<file path="src/rtl/mdu_sequencer_if.sv">
// MDU sequencer bus: EX-stage launch/flush/MTHI/MTLO controls
// and HI/LO result, status back to the pipeline.
interface mdu_sequencer_if #(
    parameter int WIDTH = 32
);
    logic             start;
    logic [1:0]       op;
    logic [WIDTH-1:0] a;
    logic [WIDTH-1:0] b;
    logic             cancel;
    logic             hi_we;
    logic             lo_we;
    logic [WIDTH-1:0] wdata;
    logic             busy;
    logic             done;
    logic             div_zero;
    logic [WIDTH-1:0] hi;
    logic [WIDTH-1:0] lo;

    modport master (
        output start, op, a, b, cancel,
        output hi_we, lo_we, wdata,
        input  busy, done, div_zero, hi, lo
    );

    modport slave (
        input  start, op, a, b, cancel,
        input  hi_we, lo_we, wdata,
        output busy, done, div_zero, hi, lo
    );
endinterface

</file>
<file path="src/rtl/mdu_sequencer.sv">
// Bit-serial MULT/MULTU/DIV/DIVU sequencer owning HI/LO.
// Magnitude arithmetic in CALC, sign fix-up in a final SIGN cycle.
module mdu_sequencer #(
    parameter int WIDTH = 32
) (
    input  logic            clk,
    input  logic            rst_n,
    mdu_sequencer_if.slave  bus
);
    localparam int CW = $clog2(WIDTH);

    typedef enum logic [1:0] {
        IDLE,
        CALC,
        SIGN
    } state_t;

    state_t           state_q;
    state_t           state_d;
    logic [CW-1:0]    cnt_q;
    logic             div_q;
    logic             neg_q;
    logic             neg_r;
    logic             dz_q;
    logic             done_q;
    logic [WIDTH-1:0] upper_q;
    logic [WIDTH-1:0] lower_q;
    logic [WIDTH-1:0] mag_b_q;
    logic [WIDTH-1:0] hi_q;
    logic [WIDTH-1:0] lo_q;

    logic             signed_op;
    logic             a_neg;
    logic             b_neg;
    logic             b_zero;
    logic             start_ok;
    logic [WIDTH-1:0] a_mag;
    logic [WIDTH-1:0] b_mag;
    logic [WIDTH:0]   mul_sum;
    logic [WIDTH:0]   rem_sh;
    logic             trial_ok;
    logic [WIDTH-1:0] trial;
    logic [2*WIDTH-1:0] prod;
    logic [2*WIDTH-1:0] prod_fix;
    logic [WIDTH-1:0] quo_fix;
    logic [WIDTH-1:0] rem_fix;

    assign signed_op = ~bus.op[0];
    assign a_neg     = signed_op & bus.a[WIDTH-1];
    assign b_neg     = signed_op & bus.b[WIDTH-1];
    assign b_zero    = (bus.b == '0);
    assign a_mag     = a_neg ? -bus.a : bus.a;
    assign b_mag     = b_neg ? -bus.b : bus.b;
    assign start_ok  = (state_q == IDLE) & bus.start & ~bus.cancel;

    assign mul_sum  = {1'b0, upper_q}
                    + (lower_q[0] ? {1'b0, mag_b_q} : '0);
    // Shifted remainder can reach WIDTH+1 bits for large unsigned divisors.
    assign rem_sh   = {upper_q, lower_q[WIDTH-1]};
    assign trial_ok = (rem_sh >= {1'b0, mag_b_q});
    assign trial    = rem_sh[WIDTH-1:0] - mag_b_q;

    assign prod     = {upper_q, lower_q};
    assign prod_fix = neg_q ? -prod : prod;
    assign quo_fix  = (neg_q & ~dz_q) ? -lower_q : lower_q;
    assign rem_fix  = (neg_r & ~dz_q) ? -upper_q : upper_q;

    always_ff @(posedge clk or negedge rst_n) begin
        if (!rst_n) begin
            state_q <= IDLE;
        end else begin
            state_q <= state_d;
        end
    end

    always_comb begin
        state_d = state_q;
        unique case (state_q)
            IDLE: begin
                if (start_ok) state_d = CALC;
            end
            CALC: begin
                if (bus.cancel)
                    state_d = IDLE;
                else if (cnt_q == CW'(WIDTH - 1))
                    state_d = SIGN;
            end
            SIGN: state_d = IDLE;
            default: state_d = IDLE;
        endcase
    end

    always_ff @(posedge clk or negedge rst_n) begin
        if (!rst_n) begin
            cnt_q   <= '0;
            div_q   <= 1'b0;
            neg_q   <= 1'b0;
            neg_r   <= 1'b0;
            dz_q    <= 1'b0;
            done_q  <= 1'b0;
            upper_q <= '0;
            lower_q <= '0;
            mag_b_q <= '0;
            hi_q    <= '0;
            lo_q    <= '0;
        end else begin
            done_q <= 1'b0;
            unique case (state_q)
                IDLE: begin
                    if (bus.hi_we) hi_q <= bus.wdata;
                    if (bus.lo_we) lo_q <= bus.wdata;
                    if (start_ok) begin
                        div_q   <= bus.op[1];
                        neg_q   <= a_neg ^ b_neg;
                        neg_r   <= a_neg;
                        dz_q    <= bus.op[1] & b_zero;
                        cnt_q   <= '0;
                        upper_q <= '0;
                        // Divide by zero shifts raw a through to HI.
                        lower_q <= (bus.op[1] & b_zero) ? bus.a : a_mag;
                        mag_b_q <= b_mag;
                    end
                end
                CALC: begin
                    if (!bus.cancel) begin
                        cnt_q <= cnt_q + 1'b1;
                        if (div_q) begin
                            upper_q <= trial_ok ? trial
                                                : rem_sh[WIDTH-1:0];
                            lower_q <= {lower_q[WIDTH-2:0], trial_ok};
                        end else begin
                            upper_q <= mul_sum[WIDTH:1];
                            lower_q <= {mul_sum[0], lower_q[WIDTH-1:1]};
                        end
                    end
                end
                SIGN: begin
                    if (!bus.cancel) begin
                        done_q <= 1'b1;
                        if (div_q) begin
                            hi_q <= rem_fix;
                            lo_q <= quo_fix;
                        end else begin
                            hi_q <= prod_fix[2*WIDTH-1:WIDTH];
                            lo_q <= prod_fix[WIDTH-1:0];
                        end
                    end
                end
                default: ;
            endcase
        end
    end

    assign bus.busy     = (state_q != IDLE);
    assign bus.done     = done_q;
    assign bus.div_zero = dz_q;
    assign bus.hi       = hi_q;
    assign bus.lo       = lo_q;
endmodule

</file>
<file path="src/flat_wrapper.sv">
// flat-port wrapper written by rule: the top's interface ports become plain ports
module mdu_sequencer_flat 
#(
    parameter int WIDTH = 32
)
  (clk, rst_n, bus_start, bus_op, bus_a, bus_b, bus_cancel, bus_hi_we, bus_lo_we, bus_wdata, bus_busy, bus_done, bus_div_zero, bus_hi, bus_lo);
  mdu_sequencer_if #(.WIDTH(WIDTH)) bus_i ();
  input  logic clk;
  input  logic rst_n;
  input wire logic [$bits(bus_i.start)-1:0] bus_start;
  input wire logic [$bits(bus_i.op)-1:0] bus_op;
  input wire logic [$bits(bus_i.a)-1:0] bus_a;
  input wire logic [$bits(bus_i.b)-1:0] bus_b;
  input wire logic [$bits(bus_i.cancel)-1:0] bus_cancel;
  input wire logic [$bits(bus_i.hi_we)-1:0] bus_hi_we;
  input wire logic [$bits(bus_i.lo_we)-1:0] bus_lo_we;
  input wire logic [$bits(bus_i.wdata)-1:0] bus_wdata;
  output wire logic [$bits(bus_i.busy)-1:0] bus_busy;
  output wire logic [$bits(bus_i.done)-1:0] bus_done;
  output wire logic [$bits(bus_i.div_zero)-1:0] bus_div_zero;
  output wire logic [$bits(bus_i.hi)-1:0] bus_hi;
  output wire logic [$bits(bus_i.lo)-1:0] bus_lo;
  assign bus_i.start = bus_start;
  assign bus_i.op = bus_op;
  assign bus_i.a = bus_a;
  assign bus_i.b = bus_b;
  assign bus_i.cancel = bus_cancel;
  assign bus_i.hi_we = bus_hi_we;
  assign bus_i.lo_we = bus_lo_we;
  assign bus_i.wdata = bus_wdata;
  assign bus_busy = bus_i.busy;
  assign bus_done = bus_i.done;
  assign bus_div_zero = bus_i.div_zero;
  assign bus_hi = bus_i.hi;
  assign bus_lo = bus_i.lo;
  mdu_sequencer #(.WIDTH(WIDTH)) u_core (.clk(clk), .rst_n(rst_n), .bus(bus_i));
endmodule
</file>
<file path="config.mk">
export PLATFORM = sky130hd
export DESIGN_NAME = mdu_sequencer_flat
export DESIGN_NICKNAME = d
export VERILOG_FILES = /design/src/rtl/mdu_sequencer_if.sv /design/src/rtl/mdu_sequencer.sv /design/src/flat_wrapper.sv
export SDC_FILE = /design/constraint.sdc
export NUM_CORES = 1
export LEC_CHECK = 0
export BUFFER_PORTS_ARGS = -buffer_cell sky130_fd_sc_hd__buf_2
export CELL_PAD_IN_SITES_DETAIL_PLACEMENT = 1
export CELL_PAD_IN_SITES_GLOBAL_PLACEMENT = 1
export CORE_UTILIZATION = 48
export DETAILED_ROUTE_END_ITERATION = 12
export GPL_ROUTABILITY_DRIVEN = 0
export GPL_TIMING_DRIVEN = 0
export PLACE_DENSITY_LB_ADDON = 0.1
export SETUP_SLACK_MARGIN = 0.15
export SLEW_MARGIN = 5
export SYNTH_ARGS = -nofsm -noshare
export SYNTH_HDL_FRONTEND = slang
export SYNTH_SLANG_ARGS = --single-unit
</file>
<file path="constraint.sdc">
create_clock -name clk -period 8.3 [get_ports clk]
set_clock_uncertainty 0.15 [all_clocks]
set_input_delay 1.66 -clock clk [delete_from_list [all_inputs] [get_ports clk]]
set_output_delay 1.66 -clock clk [all_outputs]
set_load 0.005 [all_outputs]
</file>
==> metrics.md, run 1 <==
| Metric | Value |
|---|---|
| Status | completed |
| Most common cell after layout, fill and taps aside | nand2_1 |
| Area growth, synth to finish | 13.9% |
| Yosys warnings | 0 |
| Worst setup SP type | flop |
| Req. time, crit path | roughly 8500 ps |
| Peak supply drop | ~0.18 mV |
| Dominant cells by area after synthesis | dfrtp_1 30%, o21ai_0 6.3%, nand2_1 6.3% |
| Max_slew headroom | a little over a fifth |
| Detail Placement HPWL | between 40000 and 50000 um |
| Post-synthesis sequential area ratio | 30.2% |
| Largest net degree at the start of global routing | 105 |
| Initial DRT Pass Iterations | 6 |
| Post-CTS sizing | 0 |
| Setup CP Type | flop to flop |
| CP Depth | 15 |
| Placed inst area | about 16000 um2 |
| Syn Nets | 2002 |
| I/O Pins | approximately 170 |
| EDFF count, synth | 0 |
| Number of global-route vias before repair | 15600 |
| Family with the most delay on the worst path | compound AO/OA/AOI/OAI gates |
| Antenna cells | 0 |
| Min-Delay Path Depth | 2 |
| Slew @ Worst Pin | 1180 ps |
| DR vias | ~15000 |
| RSZ-0062 raised after global routing | no |
| Critical path cell sequence | clkbuf_1 -> inv_1 -> clkbuf_1 -> nor2_1 -> ha_1 -> a21o_1 -> a21oi_1 -> a21boi_1 -> a211oi_1 -> o31ai_1 -> a21oi_1 -> o21ai_0 -> nand2_1 -> mux2i_1 -> o41ai_1 |
| Chip Height | about 170 um |
| Netlist cell types | a little over 80 |
| Core area | around 29000 um2 |
| Reg2reg setup slack | between 3000 and 4000 ps |
| Critical-path top delay cell | o31ai_1 |
| Grt total ovfl | 0 |
| Ys async rst share | 100% |
| H-tree Lvls | 4 |
| DIE AREA | 30400 um2 |
| R2R cell count | 15 |
| Worst Path Arrival | 5260 ps |
| Fin Setup TNS | 0 ps |
| Layout cell share with drive strength beyond 1 | between 10% and 20% |
| Yosys top cell area share | between 30% and 40% |
| Die Width | 174 um |
| Total power | between 5 and 6 mW |
| Starting Density | about half |
| Mapped cell area | between 10000 and 15000 um2 |
| PD cells | about 320 nW/um2 |
| Fillers | between 3000 and 4000 |
| Register area | about 4300 um2 |
| Most frequent cells in the layout | 238 x nand2_1, 179 x o21ai_0, 176 x buf_2 |
| Max Fclk | 197 MHz |
| CP Max Fanout | 10 |
| Hold Fails Final Rpt | 0 |
| Max_cap viols | 0 |
| Wire per inst | ~24 um |
| Clock Tree Root | clkbuf_16 |
| Row count | 62 |
| Mapped Avg Cell Area | 7.82 um2 |
| Via density | ~6.3 |
| DRT iter0 DRCs | ~1600 |
| Initial antenna violation count | 2 |
| First-pass GRT wire length | 89200 um |
| Largest area contributor in the netlist | dfrtp_1 |
| Crit end category | flop |
| Cells after synthesis | 1826 |
| Clock Latency Late Sink | around 450 ps |
| Setup Fix Bufs, Post-CTS | 0 |
| Final WL | around 57000 um |
| Pleak | 7.35 nW |
| Hold Worst Slack | approximately 330 ps |
| CTS tree | done |
| CP bufs+invs | 3 |
| ANT nets after route | 0 |
| # port buffers | 170 |
| Hold_buf cts | 0 |
| Setup violators final | 0 |
| Final instance area | roughly 16000 um2 |
| Num CTS Buffers | 17 |
| GRT Total Usage | 37.8% |
| Post-route minimum period | about 5000 ps |
| Nets | about 2200 |
| Worst hold path class | flop to flop |
| Period utilization | ~61% |
| Max Slew Vio Count | 0 |
| CTS sink cnt | between 150 and 200 |
| Predominant post-synthesis flop cell | dfrtp_1 |
| Post-route DRC violation count | 0 |
| Worst path max stage delay | 670 ps |
| Reg clk slew, reported paths | 80 ps |
| Flops & latches, synth | 172 |
| Maximum clock path buffer count | 2 |
| Footprint of the multi-input gates | 9330 um2 |
## layer usage
metal / GRT usage, % / part of all wire [%] / vias up
met5: 0 / 0.047 / -
met4: 11.7 / 3.1 / 4
met3: 6.12 / 8.3 / 131
met2: 60.4 / 45 / 728
met1: 52.1 / 43 / 7521
li1: - / - / 6899
## worst paths after layout
path / startpoint / endpoint
setup / recovery: u_core.lower_q[0] / u_core.upper_q[28]
hold reg to reg: u_core.bus.lo[2] / u_core.bus.lo[2]
setup reg to reg: u_core.lower_q[0] / u_core.upper_q[28]
max in group asynchronous: rst_n / u_core.bus.lo[24]
hold / removal: u_core.bus.lo[2] / u_core.bus.lo[2]
min in group asynchronous: rst_n / u_core.upper_q[13]
## state kept, by name, indices dropped and copies added (netlist names)
signal,flops
u_core.state_q,2
u_core.lower_q,32
u_core.neg_q,1
u_core.bus.hi,32
u_core.mag_b_q,32
u_core.div_q,1
u_core.cnt_q,5
u_core.bus.done,1
u_core.neg_r,1
u_core.bus.div_zero,1
u_core.bus.lo,32
u_core.upper_q,32
## synthesized netlist by cell type, types with 37 or more instances
master      n
nand2_1   238
o21ai_0   179
a21oi_1   172
dfrtp_1   172
nor2_1    153
xnor2_1    85
xor2_1     83
clkbuf_1   82
ha_1       70
inv_1      63
o21ai_1    43
a21o_1     37
## worst min-delay path: cells and delay by family, from the launching register on
family,cells,cell delay (ps)
AND/OR/NAND/NOR,1,50
flip-flops,1,340
AO/OA/AOI/OAI,1,50
## metrics by stage
step / cells / setup slack (ps) / utilization (%)
final: 2412 / 3220 / 56.0
after global routing: 2412 / 3000 / 56.0
after CTS: 2412 / 3310 / 56.0
after detailed placement: 2381 / 3320 / 53.9
after global placement: 2380 / 2510 / 53.8
after floorplan: 1826 / 4070 / -
## layout make-up
cell class	count	share of cell area, %
well taps	384	2.96
repair buffers	171	5.47
flip-flops and latches	172	26.5
clock buffers	17	2.62
multi-input cells	1490	57.4
plain buffers	101	2.48
inverters	63	1.46
clock inverters	14	1.10
## power by group
part           internal (mW)  switching (mW)
Combinational           1.11            1.87
Clock                  0.456           0.400
Sequential              1.04           0.325
## kinds of logic after synthesis
| group | share of synthesized area [%] |
|---|---|
| DFF | 30.2 |
| AOI/OAI and AO/OA | 25.6 |
| adders and majority gates | 6.42 |
| xor gates and xnor gates | 10.3 |
| muxes | 2.76 |
| buffers and inverters | 4.48 |
| and+or+nand+nor | 20.3 |
No activity file was read; power rests on OpenSTA's default activity.
==> run 2, diff against run 1 <==
- CORE_UTILIZATION: 48 -> 40
- clock period: 8.3 -> 4.4 ns (I/O delays scaled with it)
==> run 2 against run 1 <==
Sequential power increased by 90%. Cell count is 3.1% higher. Utilization shrank 8.8 points. Clock-buffer cell count unchanged. Sequential cell count stayed put. First-iteration DRC count down 29%. Via count down 2.2%. Combinational power rose by 88%. Register-to-register slack worse by 3000 ps. Largest power group unchanged.
==> metrics.md, run 2 (synthesized netlist as in run 1, its figures left out) <==
| Metric | Value |
|---|---|
| Status | completed |
| Critical path cell sequence | clkbuf_2 -> inv_1 -> clkbuf_2 -> nor2_1 -> ha_1 -> and2_1 -> and3_1 -> a221oi_1 -> o21bai_1 -> nor3_1 -> a21oi_1 -> a21oi_1 -> a21oi_1 -> o311ai_0 -> nand3_1 |
| Num CTS Buffers | 17 |
| Clock Tree Root | clkbuf_16 |
| Initial antenna violation count | 1 |
| Worst path max stage delay | around 460 ps |
| Register area | approximately 4300 um2 |
| Req. time, crit path | 4570 ps |
| RSZ-0062 raised after global routing | yes |
| R2r endpoint | u_core.upper_q[29] |
| Worst R2R Start | u_core.lower_q[0] |
| Peak supply drop | just over 0.3 mV |
| Post-route DRC violation count | 0 |
| Reg2reg setup slack | around 240 ps |
| DR vias | between 10000 and 15000 |
| Setup CP Type | flop to flop |
| Crit end category | flop |
| PD cells | about 600 nW/um2 |
| Final instance area | between 15000 and 20000 um2 |
| First-pass GRT wire length | a little under 90000 um |
| Fin Setup TNS | 0 ps |
| I/O Pins | around 170 |
| Max_cap viols | 0 |
| CTS sink cnt | 172 |
| Most common cell after layout, fill and taps aside | nand2_1 |
| Number of global-route vias before repair | about 15000 |
| CP Max Fanout | 10 |
| Critical-path top delay cell | o311ai_0 |
| Max Slew Vio Count | 0 |
| Layout cell share with drive strength beyond 1 | around an eighth |
| Wire per inst | between 20 and 25 um |
| Setup violators final | 0 |
| Worst hold path class | primary input to asynchronous set/reset pin |
| Core area | 34800 um2 |
| Placed inst area | 15700 um2 |
| Row count | 68 |
| Chip Height | ~190 um |
| Most frequent cells in the layout | 238 x nand2_1, 177 x o21ai_0, 176 x buf_2 |
| Initial DRT Pass Iterations | 5 |
| Largest net degree at the start of global routing | just over 100 |
| R2R cell count | 15 |
| Top cell by count, worst path | a21oi_1 |
| Antenna cells | 0 |
| Worst Path Arrival | 4330 ps |
| CP Depth | 15 |
| Fillers | about 4300 |
| CTS tree | done |
| Period utilization | a little over nine tenths |
| Max_slew headroom | 21.4% |
| Reg clk slew, reported paths | roughly 80 ps |
| Post-route minimum period | 4160 ps |
| Footprint of the multi-input gates | between 9000 and 10000 um2 |
| Starting Density | just over 40% |
| DRT iter0 DRCs | between 1000 and 1500 |
| Nets | ~2200 |
| CP bufs+invs | 3 |
| # port buffers | between 150 and 200 |
| H-tree Lvls | 4 |
| Pleak | ~7.4 nW |
| Grt total ovfl | 0 |
| GRT Total Usage | about a third |
| Maximum clock path buffer count | 2 |
| Hold Worst Slack | between 200 and 300 ps |
| Setup WS pre-CTS | -623 ps |
| Detail Placement HPWL | approximately 45000 um |
| DIE AREA | 36400 um2 |
| Area growth, synth to finish | 15.1% |
| Hold Fails Final Rpt | 0 |
| Via density | 6.01 |
| Clock Latency Late Sink | ~460 ps |
| Final WL | ~58000 um |
| Die Width | about 190 um |
| Worst setup SP type | flop |
| Max Fclk | approximately 240 MHz |
| Slew @ Worst Pin | between 1000 and 1500 ps |
| Family with the most delay on the worst path | compound AO/OA/AOI/OAI gates |
| ANT nets after route | 0 |
| Setup slack after layout | approximately 240 ps |
run 2: cell types whose count changed in the layout (fill, tap and decap cells not counted), sizes merged:
cell | previous run | this run
clkinv | 3 | 11
inv | 70 | 67
buf | 190 | 192
bufinv | 2 | 0
clkinvlp | 2 | 0
run 2: worst register-to-register path: cells and delay by family (launching register included):
kind / cells / cell delay [ps]
flip-flops: 1 / 370
AO/OA/AOI/OAI: 6 / 1530
adder cells (fa/ha/maj): 1 / 380
AND/OR/NAND/NOR: 5 / 860
buffers and inverters: 3 / 710
run 2: metal layers:
layer	wire [um]	share of wire, %	track usage, %	vias up
li1	-	-	-	6903
met1	26800	47	46.4	7371
met2	25400	44	49.5	582
met3	4030	7.0	3.95	95
met4	1380	2.4	9.14	0
met5	0	0	0	-
run 2: layout make-up:
| type | count | share of cell area [%] |
|---|---|---|
| clock buffers | 17 | 2.59 |
| multi-input cells | 1490 | 57.1 |
| inverters | 63 | 1.44 |
| flip-flops and latches | 172 | 26.2 |
| well taps | 455 | 3.47 |
| clock inverters | 15 | 1.20 |
| repair buffers | 173 | 5.50 |
| plain buffers | 101 | 2.50 |
run 2: metrics by stage:
stage	cells	power, mW	util, %
2_1_floorplan	1826	6.18	-
3_3_place_gp	2451	7.88	45.1
3_5_place_dp	2452	8.01	45.2
4_1_cts	2486	9.68	47.1
5_1_grt	2486	10.5	47.2
6_report	2486	9.83	47.2
run 2: how the worst max path moves through the flow:
stage / slack [ps] / start / to
global placement: -690 / rst_n / u_core.lower_q[21]
CTS: 180 / u_core.lower_q[0] / u_core.upper_q[29]
floorplan: 930 / u_core.lower_q[0] / u_core.upper_q[28]
detailed placement: -620 / u_core.lower_q[0] / u_core.upper_q[28]
finish: 240 / u_core.lower_q[0] / u_core.upper_q[29]
global route: 80 / u_core.lower_q[0] / u_core.upper_q[29]
run 2: power breakdown:
part / total [mW] / internal [mW] / switching, mW
sequential: 2.58 / 1.95 / 0.629
combinational: 5.63 / 2.10 / 3.52
clock: 1.62 / 0.777 / 0.845
run 2: timing repair:
action,4_1_cts,5_1_grt
gates resized for setup,7,9
pin swaps,1,0
hold buffers,0,0
cloned,0,0
endpoints found under the setup margin,25,12
endpoints found under the hold margin,0,0
buffers inserted,2,0
==> run 3, diff against run 2 <==
- BUFFER_PORTS_ARGS: -buffer_cell sky130_fd_sc_hd__buf_2 -> not set
- CORE_UTILIZATION: 40 -> 44
- DONT_BUFFER_PORTS: not set -> 1
==> run 3 against run 2 <==
Sequential share of layout area is 1.5 points higher. Clock-buffer cell count did not move. Critical endpoint unchanged. Utilization is 1.7 points higher. Worst hold slack got worse by 150 ps. Largest cell class unchanged. Largest power group unchanged. First-iteration DRC count fell by 14%. Sequential power about the same.
==> metrics.md, run 3 (synthesized netlist as in run 1, its figures left out) <==
| Metric | Value |
|---|---|
| # port buffers | 0 |
| Busiest grt layer | met2 |
| Die Width | 182 um |
| Req. time, crit path | between 4000 and 5000 ps |
| Grt total ovfl | 0 |
| Family with the most delay on the worst path | compound AO/OA/AOI/OAI gates |
| DR vias | 14100 |
| Peak supply drop | ~0.33 mV |
| CTS tree | done |
| Met3 Use GR | 5.93% |
| Starting Density | between 40% and 50% |
| Nets | just over 2000 |
| Core area | 31700 um2 |
| CP bufs+invs | 3 |
| DIE AREA | ~33000 um2 |
| Reg clk slew, reported paths | approximately 80 ps |
| GRT Total Usage | between 30% and 40% |
| Pleak | between 6 and 7 nW |
| ANT nets after route | 0 |
| Maximum clock path buffer count | 2 |
| Initial antenna violation count | 1 |
| Max_slew headroom | about a fifth |
| Status | completed |
| Worst setup SP type | flop |
| Max Fclk | around 240 MHz |
| Hold Worst Slack | approximately 140 ps |
| Max_cap viols | 0 |
| DRT iter0 DRCs | 980 |
| Chip Height | roughly 180 um |
| Setup CP Type | flop to flop |
| Via density | slightly above 6 |
| First-pass GRT wire length | between 80000 and 90000 um |
| Number of global-route vias before repair | roughly 14000 |
| Row count | 65 |
| Period utilization | between 90 and 100% |
| Critical path cell sequence | clkbuf_2 -> inv_1 -> buf_2 -> nor2_1 -> ha_1 -> nand2b_1 -> a21oi_1 -> o21ai_0 -> a21oi_1 -> a41oi_1 -> a21oi_1 -> a21oi_2 -> a21oi_1 -> o311ai_0 -> nand3_1 |
| Area growth, synth to finish | 8.74% |
| Most common cell after layout, fill and taps aside | nand2_1 |
| Slew @ Worst Pin | roughly 1200 ps |
| RSZ-0062 raised after global routing | yes |
| Initial DRT Pass Iterations | 5 |
| Fin Setup TNS | 0 ps |
| Setup violators final | 0 |
| Crit end category | flop |
| CP Max Fanout | 10 |
| Max Slew Vio Count | 0 |
| Worst hold path class | primary input to asynchronous set/reset pin |
| Clock Latency Late Sink | approximately 450 ps |
| CTS sink cnt | approximately 170 |
| GR Layer Usage met2 | a little over 50% |
| PD cells | approximately 620 nW/um2 |
| Num CTS Buffers | 17 |
| Hold Fails Final Rpt | 0 |
| Met1 Use GR | between 40% and 50% |
| H-tree Lvls | 4 |
| Critical-path top delay cell | a41oi_1 |
| Wire per inst | 24.3 um |
| Detail Placement HPWL | around 43000 um |
| Worst Path Arrival | ~4400 ps |
| Layout cell share with drive strength beyond 1 | under 10% |
| Post-route minimum period | 4210 ps |
| Final WL | between 50000 and 60000 um |
| Setup Fix Bufs, Post-CTS | 0 |
| I/O Pins | around 170 |
| Largest net degree at the start of global routing | between 150 and 200 |
| Clock Tree Root | clkbuf_16 |
| Top cell by count, worst path | a21oi_1 |
| Worst path max stage delay | between 400 and 500 ps |
| Most frequent cells in the layout | 238 x nand2_1, 177 x o21ai_0, 172 x dfrtp_1 |
| Post-route DRC violation count | 0 |
run 3: path summary, 6_finish.rpt:
kind / startpoint / to / slack (ps) / cells past startpoint
setup / recovery: u_core.lower_q[0] / u_core.upper_q[29] / 190 / 15
hold / removal: rst_n / u_core.upper_q[12] / 140 / 1
setup reg to reg: u_core.lower_q[0] / u_core.upper_q[29] / 190 / 15
hold reg to reg: u_core.mag_b_q[24] / u_core.mag_b_q[24] / 330 / 2
max in group asynchronous: rst_n / u_core.lower_q[20] / 3480 / 1
min in group clk: u_core.mag_b_q[24] / u_core.mag_b_q[24] / 330 / 2
run 3: worst register-to-register path, stage by stage (launching register included):
cell,delay [ps]
dfrtp_1,360
clkbuf_2,220
inv_1,200
buf_2,310
nor2_1,100
ha_1,330
nand2b_1,180
a21oi_1,140
o21ai_0,360
a21oi_1,280
a41oi_1,420
a21oi_1,170
a21oi_2,270
a21oi_1,100
o311ai_0,350
nand3_1,130
run 3: layer usage:
| layer | vias to the layer above | routed length [um] |
|---|---|---|
| met5 | - | 0 |
| met4 | 0 | 1360 |
| met3 | 76 | 4340 |
| met2 | 586 | 24100 |
| met1 | 6904 | 25300 |
| li1 | 6551 | - |
run 3: per-stage QoR:
step / setup slack (ps) / std cells / util, % / total power, mW / cell area (um2)
global route: 9.82 / 2263 / 48.9 / 10.2 / 15500
detailed placement: -576 / 2228 / 46.6 / 7.78 / 14800
CTS: 156 / 2260 / 48.6 / 9.42 / 15400
floorplan: 926 / 1826 / - / 6.18 / 14300
global placement: -528 / 2228 / 46.6 / 7.67 / 14800
finish: 188 / 2263 / 48.9 / 9.61 / 15500
run 3: power by group:
part	internal [mW]	total, mW	switching (mW)
combinational	2.01	5.40	3.39
clock	0.779	1.61	0.829
sequential	1.95	2.61	0.653
total	4.74	9.61	4.87
run 3: final cells by class:
type                    instances  area (um2)
repair buffers                  2        55.1
inverters                      63         236
clock inverters                15         201
well taps                     402         503
diodes                          1        2.50
clock buffers                  17         425
plain buffers                 101         408
flip-flops and latches        172        4300
multi-input cells            1490        9380
fillers                      3943       16200
run 3: what timing repair did:
action,CTS,global route
gates resized for setup,7,10
setup endpoints to repair,18,14
endpoints found under the hold margin,172,90
